## src/rtl/sseg_pkg.sv

```systemverilog
// Shared types and helpers for the seven-segment capture block.
package sseg_pkg;

  localparam int         DIGITS     = 8;
  localparam logic [7:0] ANODE_NONE = 8'hFF;

  typedef logic [7:0] seg_t;
  typedef seg_t [DIGITS-1:0] digit_arr_t;

  // Result of scanning an active-low anode vector.
  typedef struct packed {
    logic       ok;     // exactly one anode low
    logic       multi;  // two or more anodes low
    logic [2:0] idx;    // index of the low anode when ok
  } an_dec_t;

  function automatic an_dec_t onehot0_idx(input logic [DIGITS-1:0] an);
    an_dec_t     res;
    int unsigned zeros;
    res   = '0;
    zeros = 0;
    for (int i = 0; i < DIGITS; i++) begin
      if (!an[i]) begin
        zeros++;
        res.idx = 3'(i);
      end
    end
    res.ok    = (zeros == 1);
    res.multi = (zeros > 1);
    return res;
  endfunction

endpackage

```

## src/rtl/sseg_stable_det.sv

```systemverilog
// Input register plus stability filter: raises cap for one cycle once the
// registered bus has held the same value for SETTLE consecutive compares.
module sseg_stable_det #(
  parameter int unsigned SETTLE = 4,
  parameter int unsigned W      = 16
) (
  input  logic         clk,
  input  logic         reset,
  input  logic [W-1:0] din,
  output logic [W-1:0] dout,
  output logic         cap
);

  localparam logic [3:0] SETTLE_C = 4'(SETTLE);

  logic [W-1:0] in_q;
  logic [W-1:0] in_p;
  logic [3:0]   stab_q;
  logic [3:0]   stab_d;
  logic         same;

  // Register the pins and keep the previous sample; all-ones after reset
  // looks like a blank interval so the first real sample starts a new window.
  always_ff @(posedge clk) begin
    if (!reset) begin
      in_q <= '1;
      in_p <= '1;
    end else begin
      in_q <= din;
      in_p <= in_q;
    end
  end

  // Stability counter state.
  always_ff @(posedge clk) begin
    if (!reset) begin
      stab_q <= '0;
    end else begin
      stab_q <= stab_d;
    end
  end

  // Count equal compares, saturating at SETTLE; any change restarts.
  always_comb begin
    same   = (in_q == in_p);
    stab_d = stab_q;
    if (!same) begin
      stab_d = '0;
    end else if (stab_q < SETTLE_C) begin
      stab_d = stab_q + 4'd1;
    end
  end

  // Single strobe on the SETTLE-1 -> SETTLE step of each stable window.
  assign cap  = same && (stab_q == (SETTLE_C - 4'd1));
  assign dout = in_q;

endmodule

```

## src/rtl/sseg_capture8.sv

```systemverilog
// Rebuilds eight digit patterns from a multiplexed active-low anode/segment
// bus, with per-digit staleness timeout, change pulses and a bus-error flag.
module sseg_capture8
  import sseg_pkg::*;
#(
  parameter int unsigned SETTLE    = 4,
  parameter int unsigned TIMEOUT_W = 20
) (
  input  logic       clk,
  input  logic       reset,
  input  logic [7:0] an,
  input  logic [7:0] sseg,
  output logic [7:0] out0,
  output logic [7:0] out1,
  output logic [7:0] out2,
  output logic [7:0] out3,
  output logic [7:0] out4,
  output logic [7:0] out5,
  output logic [7:0] out6,
  output logic [7:0] out7,
  output logic [7:0] valid,
  output logic [7:0] chg,
  output logic       err_multi
);

  localparam logic [TIMEOUT_W-1:0] AGE_MAX = '1;

  logic [15:0]          in_q;
  logic                 cap;
  an_dec_t              dec;
  seg_t                 new_seg;

  digit_arr_t           dig_q;
  digit_arr_t           dig_d;
  logic [DIGITS-1:0]    valid_q;
  logic [DIGITS-1:0]    valid_d;
  logic [DIGITS-1:0]    chg_q;
  logic [DIGITS-1:0]    chg_d;
  logic                 err_q;
  logic                 err_d;
  logic [TIMEOUT_W-1:0] age_q [DIGITS];
  logic [TIMEOUT_W-1:0] age_d [DIGITS];

  sseg_stable_det #(
    .SETTLE (SETTLE),
    .W      (16)
  ) u_stable (
    .clk   (clk),
    .reset (reset),
    .din   ({an, sseg}),
    .dout  (in_q),
    .cap   (cap)
  );

  assign dec     = onehot0_idx(in_q[15:8]);
  assign new_seg = ~in_q[7:0];

  // Next-state: age/timeout for every digit, then a capture overrides its digit.
  always_comb begin
    dig_d   = dig_q;
    valid_d = valid_q;
    chg_d   = '0;
    err_d   = 1'b0;
    for (int i = 0; i < DIGITS; i++) begin
      age_d[i] = age_q[i];
      if (valid_q[i]) begin
        if (age_q[i] == AGE_MAX) begin
          valid_d[i] = 1'b0;
        end else begin
          age_d[i] = age_q[i] + 1'b1;
        end
      end
    end
    if (cap && (in_q[15:8] != ANODE_NONE)) begin
      if (dec.ok) begin
        dig_d[dec.idx]   = new_seg;
        valid_d[dec.idx] = 1'b1;
        age_d[dec.idx]   = '0;
        chg_d[dec.idx]   = (new_seg != dig_q[dec.idx]) || !valid_q[dec.idx];
      end else if (dec.multi) begin
        err_d = 1'b1;
      end
    end
  end

  // Digit, validity, age and pulse registers.
  always_ff @(posedge clk) begin
    if (!reset) begin
      dig_q   <= '0;
      valid_q <= '0;
      chg_q   <= '0;
      err_q   <= 1'b0;
      for (int i = 0; i < DIGITS; i++) begin
        age_q[i] <= '0;
      end
    end else begin
      dig_q   <= dig_d;
      valid_q <= valid_d;
      chg_q   <= chg_d;
      err_q   <= err_d;
      for (int i = 0; i < DIGITS; i++) begin
        age_q[i] <= age_d[i];
      end
    end
  end

  assign out0      = dig_q[0];
  assign out1      = dig_q[1];
  assign out2      = dig_q[2];
  assign out3      = dig_q[3];
  assign out4      = dig_q[4];
  assign out5      = dig_q[5];
  assign out6      = dig_q[6];
  assign out7      = dig_q[7];
  assign valid     = valid_q;
  assign chg       = chg_q;
  assign err_multi = err_q;

endmodule

```

## config.mk

```make
export PLATFORM = sky130hd
export DESIGN_NAME = sseg_capture8
export DESIGN_NICKNAME = d
export VERILOG_FILES = /design/src/rtl/sseg_pkg.sv /design/src/rtl/sseg_stable_det.sv /design/src/rtl/sseg_capture8.sv
export SDC_FILE = /design/constraint.sdc
export NUM_CORES = 1
export LEC_CHECK = 0
export BUFFER_PORTS_ARGS = -buffer_cell sky130_fd_sc_hd__buf_2
export CORE_ASPECT_RATIO = 1.5
export CORE_MARGIN = 4
export CORE_UTILIZATION = 55
export CTS_CLUSTER_DIAMETER = 80
export DETAILED_ROUTE_END_ITERATION = 8
export GPL_TIMING_DRIVEN = 0
export PLACE_DENSITY_LB_ADDON = 0.15
export SLEW_MARGIN = 20
export SYNTH_ARGS = -nofsm -noshare
export SYNTH_HDL_FRONTEND = slang
export SYNTH_HIERARCHICAL = 1
export SYNTH_SLANG_ARGS = --single-unit
```

## constraint.sdc

```tcl
create_clock -name clk -period 10.3 [get_ports clk]
set_clock_uncertainty 0.1 [all_clocks]
set_input_delay 1.545 -clock clk [delete_from_list [all_inputs] [get_ports clk]]
set_output_delay 1.545 -clock clk [all_outputs]
set_load 0.02 [all_outputs]
```

After elaboration in Yosys (flattened, before gate mapping)
Memories as Yosys holds them, arrays and structs flattened.
Cells that the tools add are included.
Storage, ports and cells
  output and inout bits: 81
  word-level logic and storage cells: 149
  memory bits (writable): 160
  register bits: 117
  memories: 1
  input bits: 18
Operators by class
  bitwise operators: 16
  equal/unequal tests: 13
  reduce and logical (&&, ||, !) cells: 10
  multiplexer cells: 73
  magnitude comparators: 6
  $add $sub $neg: 16
Memories
  age_q: words 8, width 20, rd ports 8, clocked after memory_dff 0, wr ports 8, line sseg_capture8.sv:41  | logic [TIMEOUT_W-1:0] age_q [DIGITS];
Operators with widths (number)
  $mux 20: 25
  $mux 160: 2
  $add 32x1->32 const B: 7
  $mux 32: 7
  $add 20x1->20 const B: 8
  $and 160x160->160: 1
  $eq 20x20->1 const B: 8
  $not 160->160: 1
  $bwmux 64: 1
  $demux 20 s3: 1
  $eq 32x1->1 const B: 1
  $gt 32x1->1 const B: 1
  $mux 8: 4
  $bmux 8 s3: 1
  $demux 8 s3: 1
  $mux 1: 23
  $mux 3: 6
  $eq 16x16->1: 1
  $and 8x8->8: 1
  $ne 8x8->1: 1
  $ne 8x8->1 const B: 1
  $not 8->8: 1
  $or 1x1->1: 8
  $or 8x8->8: 1
  other kinds (17): 22

Depth between registers and ports, before layout
Gate-level depths: netlist of run 1.
  depth in word-level cells: 19
  gate-level depth with buffers: 25
  mapped depth without buffers: 21

Hierarchy
The synthesis of run 1 kept the hierarchy.
Modules (own cells, without submodules)
  sseg_capture8: instances 1, cells an instance 1374, area each 11370.9 um2
  sseg_stable_det: instances 1, cells an instance 105, area each 1222.4 um2

Worst setup path after synthesis of run 1
No wires, ideal clock.
  kind: register to register
  from: register u_stable.in_q[9] (netlist: u_stable/dout[9])
  to: memory age_q[6][6] (netlist: age_q[1][46])
  setup time: 0.128 ns
  path buffers: 3
  slack: 4.950 ns
  stages on the path, launching flop included: 23
  clock period less this slack: 5.350 ns
  arrival time: 5.122 ns
  path through: dfxtp_1 -> clkbuf_1 -> inv_1 -> ha_1 -> xor3_1 -> ha_1 -> nor2b_1 -> a211o_1 -> ha_1 -> nor2_1 -> nor2_1 -> ha_1 -> nor2b_1 -> xnor3_1 -> xor2_1 -> o211ai_1 -> o2bb2ai_1 -> and3_1 -> buf_2 -> nand4_2 -> nand2_1 -> clkbuf_1 -> nor2_1
RTL lines
  from (decl): line sseg_stable_det.sv:16  | logic [W-1:0] in_q;
  from (signal assigned): line sseg_stable_det.sv:29  | in_q <= din;
  to (decl): line sseg_capture8.sv:41

==> results of run 1 <==
-- worst register-to-register path, delay by kind of cell (launching register included) --
family | cells | cell delay [ps]
xor+xnor | 3 | 1070
flops | 1 | 480
simple gates | 8 | 1490
buf+inv | 4 | 1330
compound gates | 3 | 870
fa+ha+maj | 4 | 1270
-- registers in the layout (all words and copies together) (netlist names), 8 cells and up --
register and flops:
age_q 160, chg 8, out0 8, out1 8, out2 8, out3 8
out4 8, out5 8, out6 8, out7 8, u_stable/dout 16, u_stable/in_p 16
valid 8
-- where the power goes --
| part | internal, W | switching, W | leakage [nW] |
|---|---|---|---|
| combinational | 0.0000501 | 0.0000917 | 2.95 |
| clock | 0.000743 | 0.000437 | 0.538 |
| sequential | 0.00108 | 0.00000641 | 2.24 |
-- cell families after synthesis --
| family | Yosys count | share of synthesized area |
|---|---|---|
| adder cells (fa/ha/maj) | 17 | 0.01689 |
| XOR/XNOR | 152 | 0.1102 |
| AO/OA/AOI/OAI | 191 | 0.09598 |
| multiplexers | 29 | 0.02315 |
| AND/OR/NAND/NOR | 716 | 0.2820 |
| buffers and inverters | 97 | 0.03150 |
| flip-flops | 277 | 0.4403 |
-- cells in the mapped netlist (11+ instances only) --
master / number
a21oi_1: 63
mux2i_1: 28
nand2b_1: 40
nand3_1: 80
a211oi_1: 44
xnor2_1: 43
clkbuf_1: 44
nand2_1: 119
dfxtp_1: 277
buf_2: 14
xor2_1: 105
a31oi_1: 13
and2_1: 16
ha_1: 17
inv_1: 32
and3_1: 38
o21ai_0: 30
nor2_1: 269
and4_1: 22
nor3_1: 28
nand4_1: 53
nor2b_1: 11
-- routing by layer --
layer / track usage / part of all wire / vias up
li1: - / - / 5377
met1: 0.2888 / 0.41 / 5151
met2: 0.4289 / 0.48 / 347
met3: 0.03690 / 0.063 / 103
met4: 0.1063 / 0.045 / 2
met5: 0 / 0.00041 / -
-- through the flow --
step,power [W],std cells
2_1_floorplan,0.001207,1479
3_3_place_gp,0.001245,1853
3_5_place_dp,0.001247,1853
4_1_cts,0.002423,1904
5_1_grt,0.002480,1904
6_report,0.002405,1904
-- final cells by class --
class	count	area share
Multi-Input combinational cell	1105	0.4580
Sequential cell	277	0.3819
Clock buffer	33	0.05377
Timing Repair Buffer	98	0.03378
Tap cell	276	0.02378
Clock inverter	18	0.02145
Buffer	64	0.01878
Inverter	33	0.008530
-- how the worst min path moves through the flow --
stage	startpoint	to	depth (start not counted)
after floorplan	u_stable/stab_q[3]	u_stable/stab_q[3]	2
after global placement	u_stable/stab_q[3]	u_stable/stab_q[3]	2
after detailed placement	u_stable/stab_q[3]	u_stable/stab_q[3]	2
after CTS	u_stable/stab_q[3]	u_stable/stab_q[3]	2
after global routing	u_stable/stab_q[3]	u_stable/stab_q[3]	2
final	u_stable/stab_q[3]	u_stable/stab_q[3]	2
==> results.md, run 1 <==
- Status: finished clean
- Max-capacitance violation count: 0
- Setup crit end: age_q[1][54]
- Layout net count: 1642
- Resize count post-CTS: 0
- Total grt overflow: 0
- Vias: between 10k and 15k
- R2r startpoint: u_stable/dout[9]
- Routed vias/inst: just under 6
- Clock-pin slew on the worst setup and hold paths: around 60 ps
- Leakage: approximately 5.7 nW
- Die span in x: 131.6 µm
- Area of the multi-input gates: between 0.006 and 0.007 mm²
- Hold Worst Slack: about 340 ps
- Ant. Diodes: 0
- Top cell type's share of synthesized area: 0.4403
- Most used flip-flop cell after synthesis: dfxtp_1
- Crit path from: u_stable/dout[9]
- DRT iter0 DRCs: around 580
- CP max stage delay: 540 ps
- Final wirelength: approximately 32 mm
- Register area share after synthesis: 0.4403
- Most frequent cells in the layout: 277 x dfxtp_1, 269 x nor2_1, 119 x nand2_1, 112 x buf_2, 105 x xor2_1
- Std cell rows: between 60 and 70
- Final setup viols: 0
- Post-synthesis area per instance: between 8 and 9 µm²
- Clk sink count: around 280
- Min Clock Period, post-route: approximately 6800 ps
- Clk_lat worst skew: between 500 and 600 ps
- RSZ-0062 raised after global routing: false
- Drt pass-1 iters: 5
- R2r endpoint: age_q[1][54]
- Htree depth: 1
- Most common cell after layout, fill and taps aside: dfxtp_1
- Yosys top cell by area: dfxtp_1
- Fmax: 148.1 MHz
- Layout area overhead: 15.31%
- Fillers: between 1.5k and 2k
- Buffers on Ports: 98
- Cts hold-fix bufs: 0
- CTS tree: yes
- Share of layout cells above drive strength 1: 0.1161
- Hold Path Class: reg2reg
- Relative slew slack: 0.2778
- First-pass GRT wire length: between 50 and 60 mm
- Die area: about 0.025 mm²
- Setup CP Type: reg2reg
- R2r setup slk: roughly 3500 ps
- Tightest Pin Transition: approximately 1100 ps
- Slowest CP cell: xor3_1
- Post-Syn Area: approximately 0.013 mm²
- Clock root cell: clkbuf_16
- Total core area: approximately 0.022 mm²
- GRT Util Overall: 0.2418
- Post-route ant nets: 0
- CP Depth: 22
- Clock buffer depth: 3
- Post-synth ARST share: 0
- Critical path's most frequent cell: ha_1
- Synth Warn #: 6
- Tcrit/Tclk final: 0.6557
- Number of synthesized flops with an enable pin: 0
- WP buf/inv: 4
- CP cell instances: clkbuf_1 -> inv_1 -> ha_1 -> xor3_1 -> ha_1 -> nor2b_1 -> a211o_1 -> ha_1 -> nor2_1 -> nor2_1 -> ha_1 -> nor2b_1 -> xnor3_1 -> xor2_1 -> o211ai_1 -> o2bb2ai_1 -> and3_1 -> buf_2 -> nand4_2 -> nand2_1 -> clkbuf_1 -> nor2_1
- Fin area: 0.01452 mm²
- Final core occ: 0.6464
- Antenna violations before repair: 1
- FF+latch count, synth: around 280
- Final Slew Violations: 0
- R2R cell count: 22
- Family with the most delay on the worst path: simple AND/OR/NAND/NOR gates
- GP Congestion: a little over 0.9
- Num CTS Buffers: 28
- Vias in the first global route: between 10k and 15k
- DIE HEIGHT: slightly below 200 µm
- Post-DP HPWL: approximately 23 mm
- Starting density of the core: 0.5605
- Cells taking the most area after synthesis: dfxtp_1 44%, nor2_1 8.0%, xor2_1 7.3%
- Register area: roughly 0.0055 mm²
- Final Hold Viols: 0
- Critical Path RT: 10600 ps
- Fin Setup TNS: 0 ps
- Worst setup EP type: register
- Slack of the critical path: about 3500 ps
- Pre-CTS setup slack: roughly 3600 ps
- Drc violations: 0
- Mapped Cells: between 1k and 1.5k
- Wire per inst: approximately 17 µm
- Syn Nets: around 1.5k
- Crit path max fanout: 10
- Setup Buffers After CTS: 0
- Yosys cell types: 66
- Arrival @ worst endpoint: around 7000 ps
- Largest net degree at the start of global routing: 16
- Worst VDD drop: about 130 µV
- Power density of the placed cells: around 170 mW/mm²
- Startpoint types: register
- I/O pin count: just under 100
- Post-DP Area: roughly 0.013 mm²
Note: power is estimated with default switching activity, not from simulation.
==> run 2, diff against run 1 <==
- CORE_UTILIZATION: 55 -> 54
- clock period: 10.3 -> 6.1 ns (I/O delays scaled with it)
==> run 2 against run 1 <==
- power increased by 68%
- sequential share of layout area down 0.10 points
- via count is 1.5% lower
- first-iteration DRC count grew 3.0%
- worst setup slack got worse by 3200 ps
- sequential power increased by 69%
- register-to-register slack got worse by 3200 ps
- count of clock-buffer cells in the layout is 2 higher
- design area rose by 0.28%
- global-route usage rose by 0.19 points
- critical endpoint is now out0[6]
- largest cell class unchanged
- highest routed layer is now met4
==> results.md, run 2 (synthesis gave the netlist of run 1 again) <==
- Clk sink count: roughly 280
- Hold Path Class: reg2reg
- Psw: 0.0008948 W
- Crit path max fanout: 10
- Vias in the first global route: approximately 11k
- DRT iter0 DRCs: 593
- Htree depth: 1
- Min Clock Period, post-route: just under 6000 ps
- Worst setup EP type: register
- Vias: between 10k and 15k
- Leakage: ~5.7 nW
- Setup CP Type: reg2reg
- Critical path's most frequent cell: ha_1
- CP max stage delay: 500 ps
- Ant. Diodes: 0
- Final Slew Violations: 0
- CP cell instances: clkbuf_4 -> inv_1 -> ha_2 -> xor3_2 -> ha_1 -> nor2b_1 -> a211o_1 -> ha_1 -> nor2_2 -> nor2_1 -> ha_1 -> nor2b_1 -> xnor3_1 -> xor2_2 -> xor2_1 -> o2bb2ai_2 -> and3_1 -> clkbuf_4 -> and3_1 -> buf_2 -> buf_4 -> nor2_1 -> a211oi_1
- Startpoint types: register
- Family with the most delay on the worst path: XOR/XNOR gates
- Fmax: 172.4 MHz
- Post-route ant nets: 0
- Starting density of the core: 0.5482
- Max-capacitance violation count: 0
- Die area: 0.02588 mm²
- Final setup viols: 0
- Status: finished clean
- Drt pass-1 iters: 5
- Buffers on Ports: slightly below 100
- Final core occ: 0.6339
- Placed cells: between 1.5k and 2k
- Clock buffer depth: 3
- Clock-pin slew on the worst setup and hold paths: ~60 ps
- WP buf/inv: 5
- Std cell rows: 68
- GP Congestion: 0.9094
- Pre-CTS setup slack: -702.8 ps
- Worst VDD drop: around 260 µV
- I/O pin count: 99
- Post-DP Area: approximately 0.013 mm²
- Most common cell after layout, fill and taps aside: dfxtp_1
- Final Hold Viols: 0
- Arrival @ worst endpoint: 6160 ps
- Routed vias/inst: approximately 5.7
- Final wirelength: 31.98 mm
- Largest register FFs: 160
- Antenna violations before repair: 0
- Finished Layout Cells: between 1.5k and 2k
- Fin Setup TNS: 0 ps
- Post-DP HPWL: between 20 and 25 mm
- Internal: approximately 0.0031 W
- Slack of the critical path: between 200 and 300 ps
- Critical Path RT: approximately 6500 ps
- Total grt overflow: 0
- Wire per inst: between 15 and 20 µm
- Cts hold-fix bufs: 0
- First-pass GRT wire length: roughly 52 mm
- Relative slew slack: 0.2454
- Clk_lat worst skew: roughly 540 ps
- Power density of the placed cells: 276.7 mW/mm²
- CTS tree: yes
- Tightest Pin Transition: roughly 1100 ps
- Biggest register: age_q
- Total core area: 0.02297 mm²
- Tcrit/Tclk final: 0.9508
- Num CTS Buffers: 27
- DIE HEIGHT: 195.0 µm
- Logic pwr share: 0.063
- Most frequent cells in the layout: 276 x dfxtp_1, 267 x nor2_1, 119 x nand2_1, 111 x buf_2, 104 x xor2_1
- Layout net count: 1643
- Clock share of power: 0.483
- Drc violations: 0
- Largest net degree at the start of global routing: 16
- Layout area overhead: 15.64%
- Register area: approximately 0.0055 mm²
- Fillers: ~2.0k
- Slowest CP cell: xor3_2
- Sw Ratio: 0.2220
- Area of the multi-input gates: ~0.0067 mm²
- RSZ-0062 raised after global routing: false
- GRT Util Overall: 0.2436
- Clock root cell: clkbuf_16
- Die span in x: 132.7 µm
- Share of layout cells above drive strength 1: 0.1234
- Fin area: ~0.015 mm²
- Seq pwr share: 0.454
## run 2: cell types whose count changed in the layout (fill, tap and decap cells not counted), moves of 2 or more
cell	before	now
clkbuf_16	29	27
nand3_1	80	78
nor2_1	269	267
clkbuf_8	4	6
nor2_2	0	2
clkbuf_2	0	2
clkinvlp_4	1	3
nand3_2	0	2
clkinv_2	6	3
clkbuf_4	0	3
buf_4	4	6
clkbuf_1	44	42
clkinv_4	2	0
## run 2: per-layer routing
| metal | wire [µm] | global-route usage | vias to the layer above |
|---|---|---|---|
| li1 | - | - | 5364 |
| met1 | 12970 | 0.2963 | 5047 |
| met4 | 1407 | 0.1044 | 0 |
| met3 | 1909 | 0.03789 | 92 |
| met5 | 0 | 0 | - |
| met2 | 15700 | 0.4266 | 307 |
## run 2: area by class of cell
| cell class | instances | share of cell area |
|---|---|---|
| Clock inverter | 15 | 0.01968 |
| Tap cell | 280 | 0.02406 |
| Buffer | 64 | 0.01959 |
| Inverter | 33 | 0.008506 |
| Multi-Input combinational cell | 1105 | 0.4600 |
| Sequential cell | 277 | 0.3809 |
| Clock buffer | 35 | 0.05258 |
| Timing Repair Buffer | 100 | 0.03471 |
## run 2: power groups by stage
stage	Sequential, W	Clock, W	Combinational, W
floorplan	0.00187	0	0.000172
global placement	0.00187	0	0.000232
detailed placement	0.00187	0	0.000238
CTS	0.00183	0.00198	0.000247
global route	0.00183	0.00204	0.000278
finish	0.00183	0.00195	0.000255
## run 2: per-stage QoR
stage	hold WS, ps	power, W
finish	335.3	0.004030
global route	347.6	0.004150
CTS	334.6	0.004054
detailed placement	325.0	0.002108
global placement	321.2	0.002102
floorplan	310.1	0.002038
## run 2: timing repair
item | in CTS | in global routing
resized for setup | 12 | 8
setup endpoints to repair | 226 | 220
setup buffers | 1 | 1
pin swaps | 1 | 2
## run 2: worst reg2reg max path: stages (launching register included)
cell	delay, ps
dfxtp_2	410
clkbuf_4	250
inv_1	150
ha_2	410
xor3_2	500
ha_1	300
nor2b_1	150
a211o_1	290
ha_1	330
nor2_2	150
nor2_1	70
ha_1	200
nor2b_1	160
xnor3_1	300
xor2_2	240
xor2_1	210
o2bb2ai_2	140
and3_1	250
clkbuf_4	260
and3_1	170
buf_2	210
buf_4	210
nor2_1	50
a211oi_1	190
## run 2: worst paths after layout
kind	startpoint	end	slack, ps	cells past startpoint
worst max-delay path	u_stable/dout[9]	out0[6]	300	23
worst min-delay path	u_stable/stab_q[3]	u_stable/stab_q[3]	340	2
worst max register to register	u_stable/dout[9]	out0[6]	300	23
worst min register to register	u_stable/stab_q[3]	u_stable/stab_q[3]	340	2
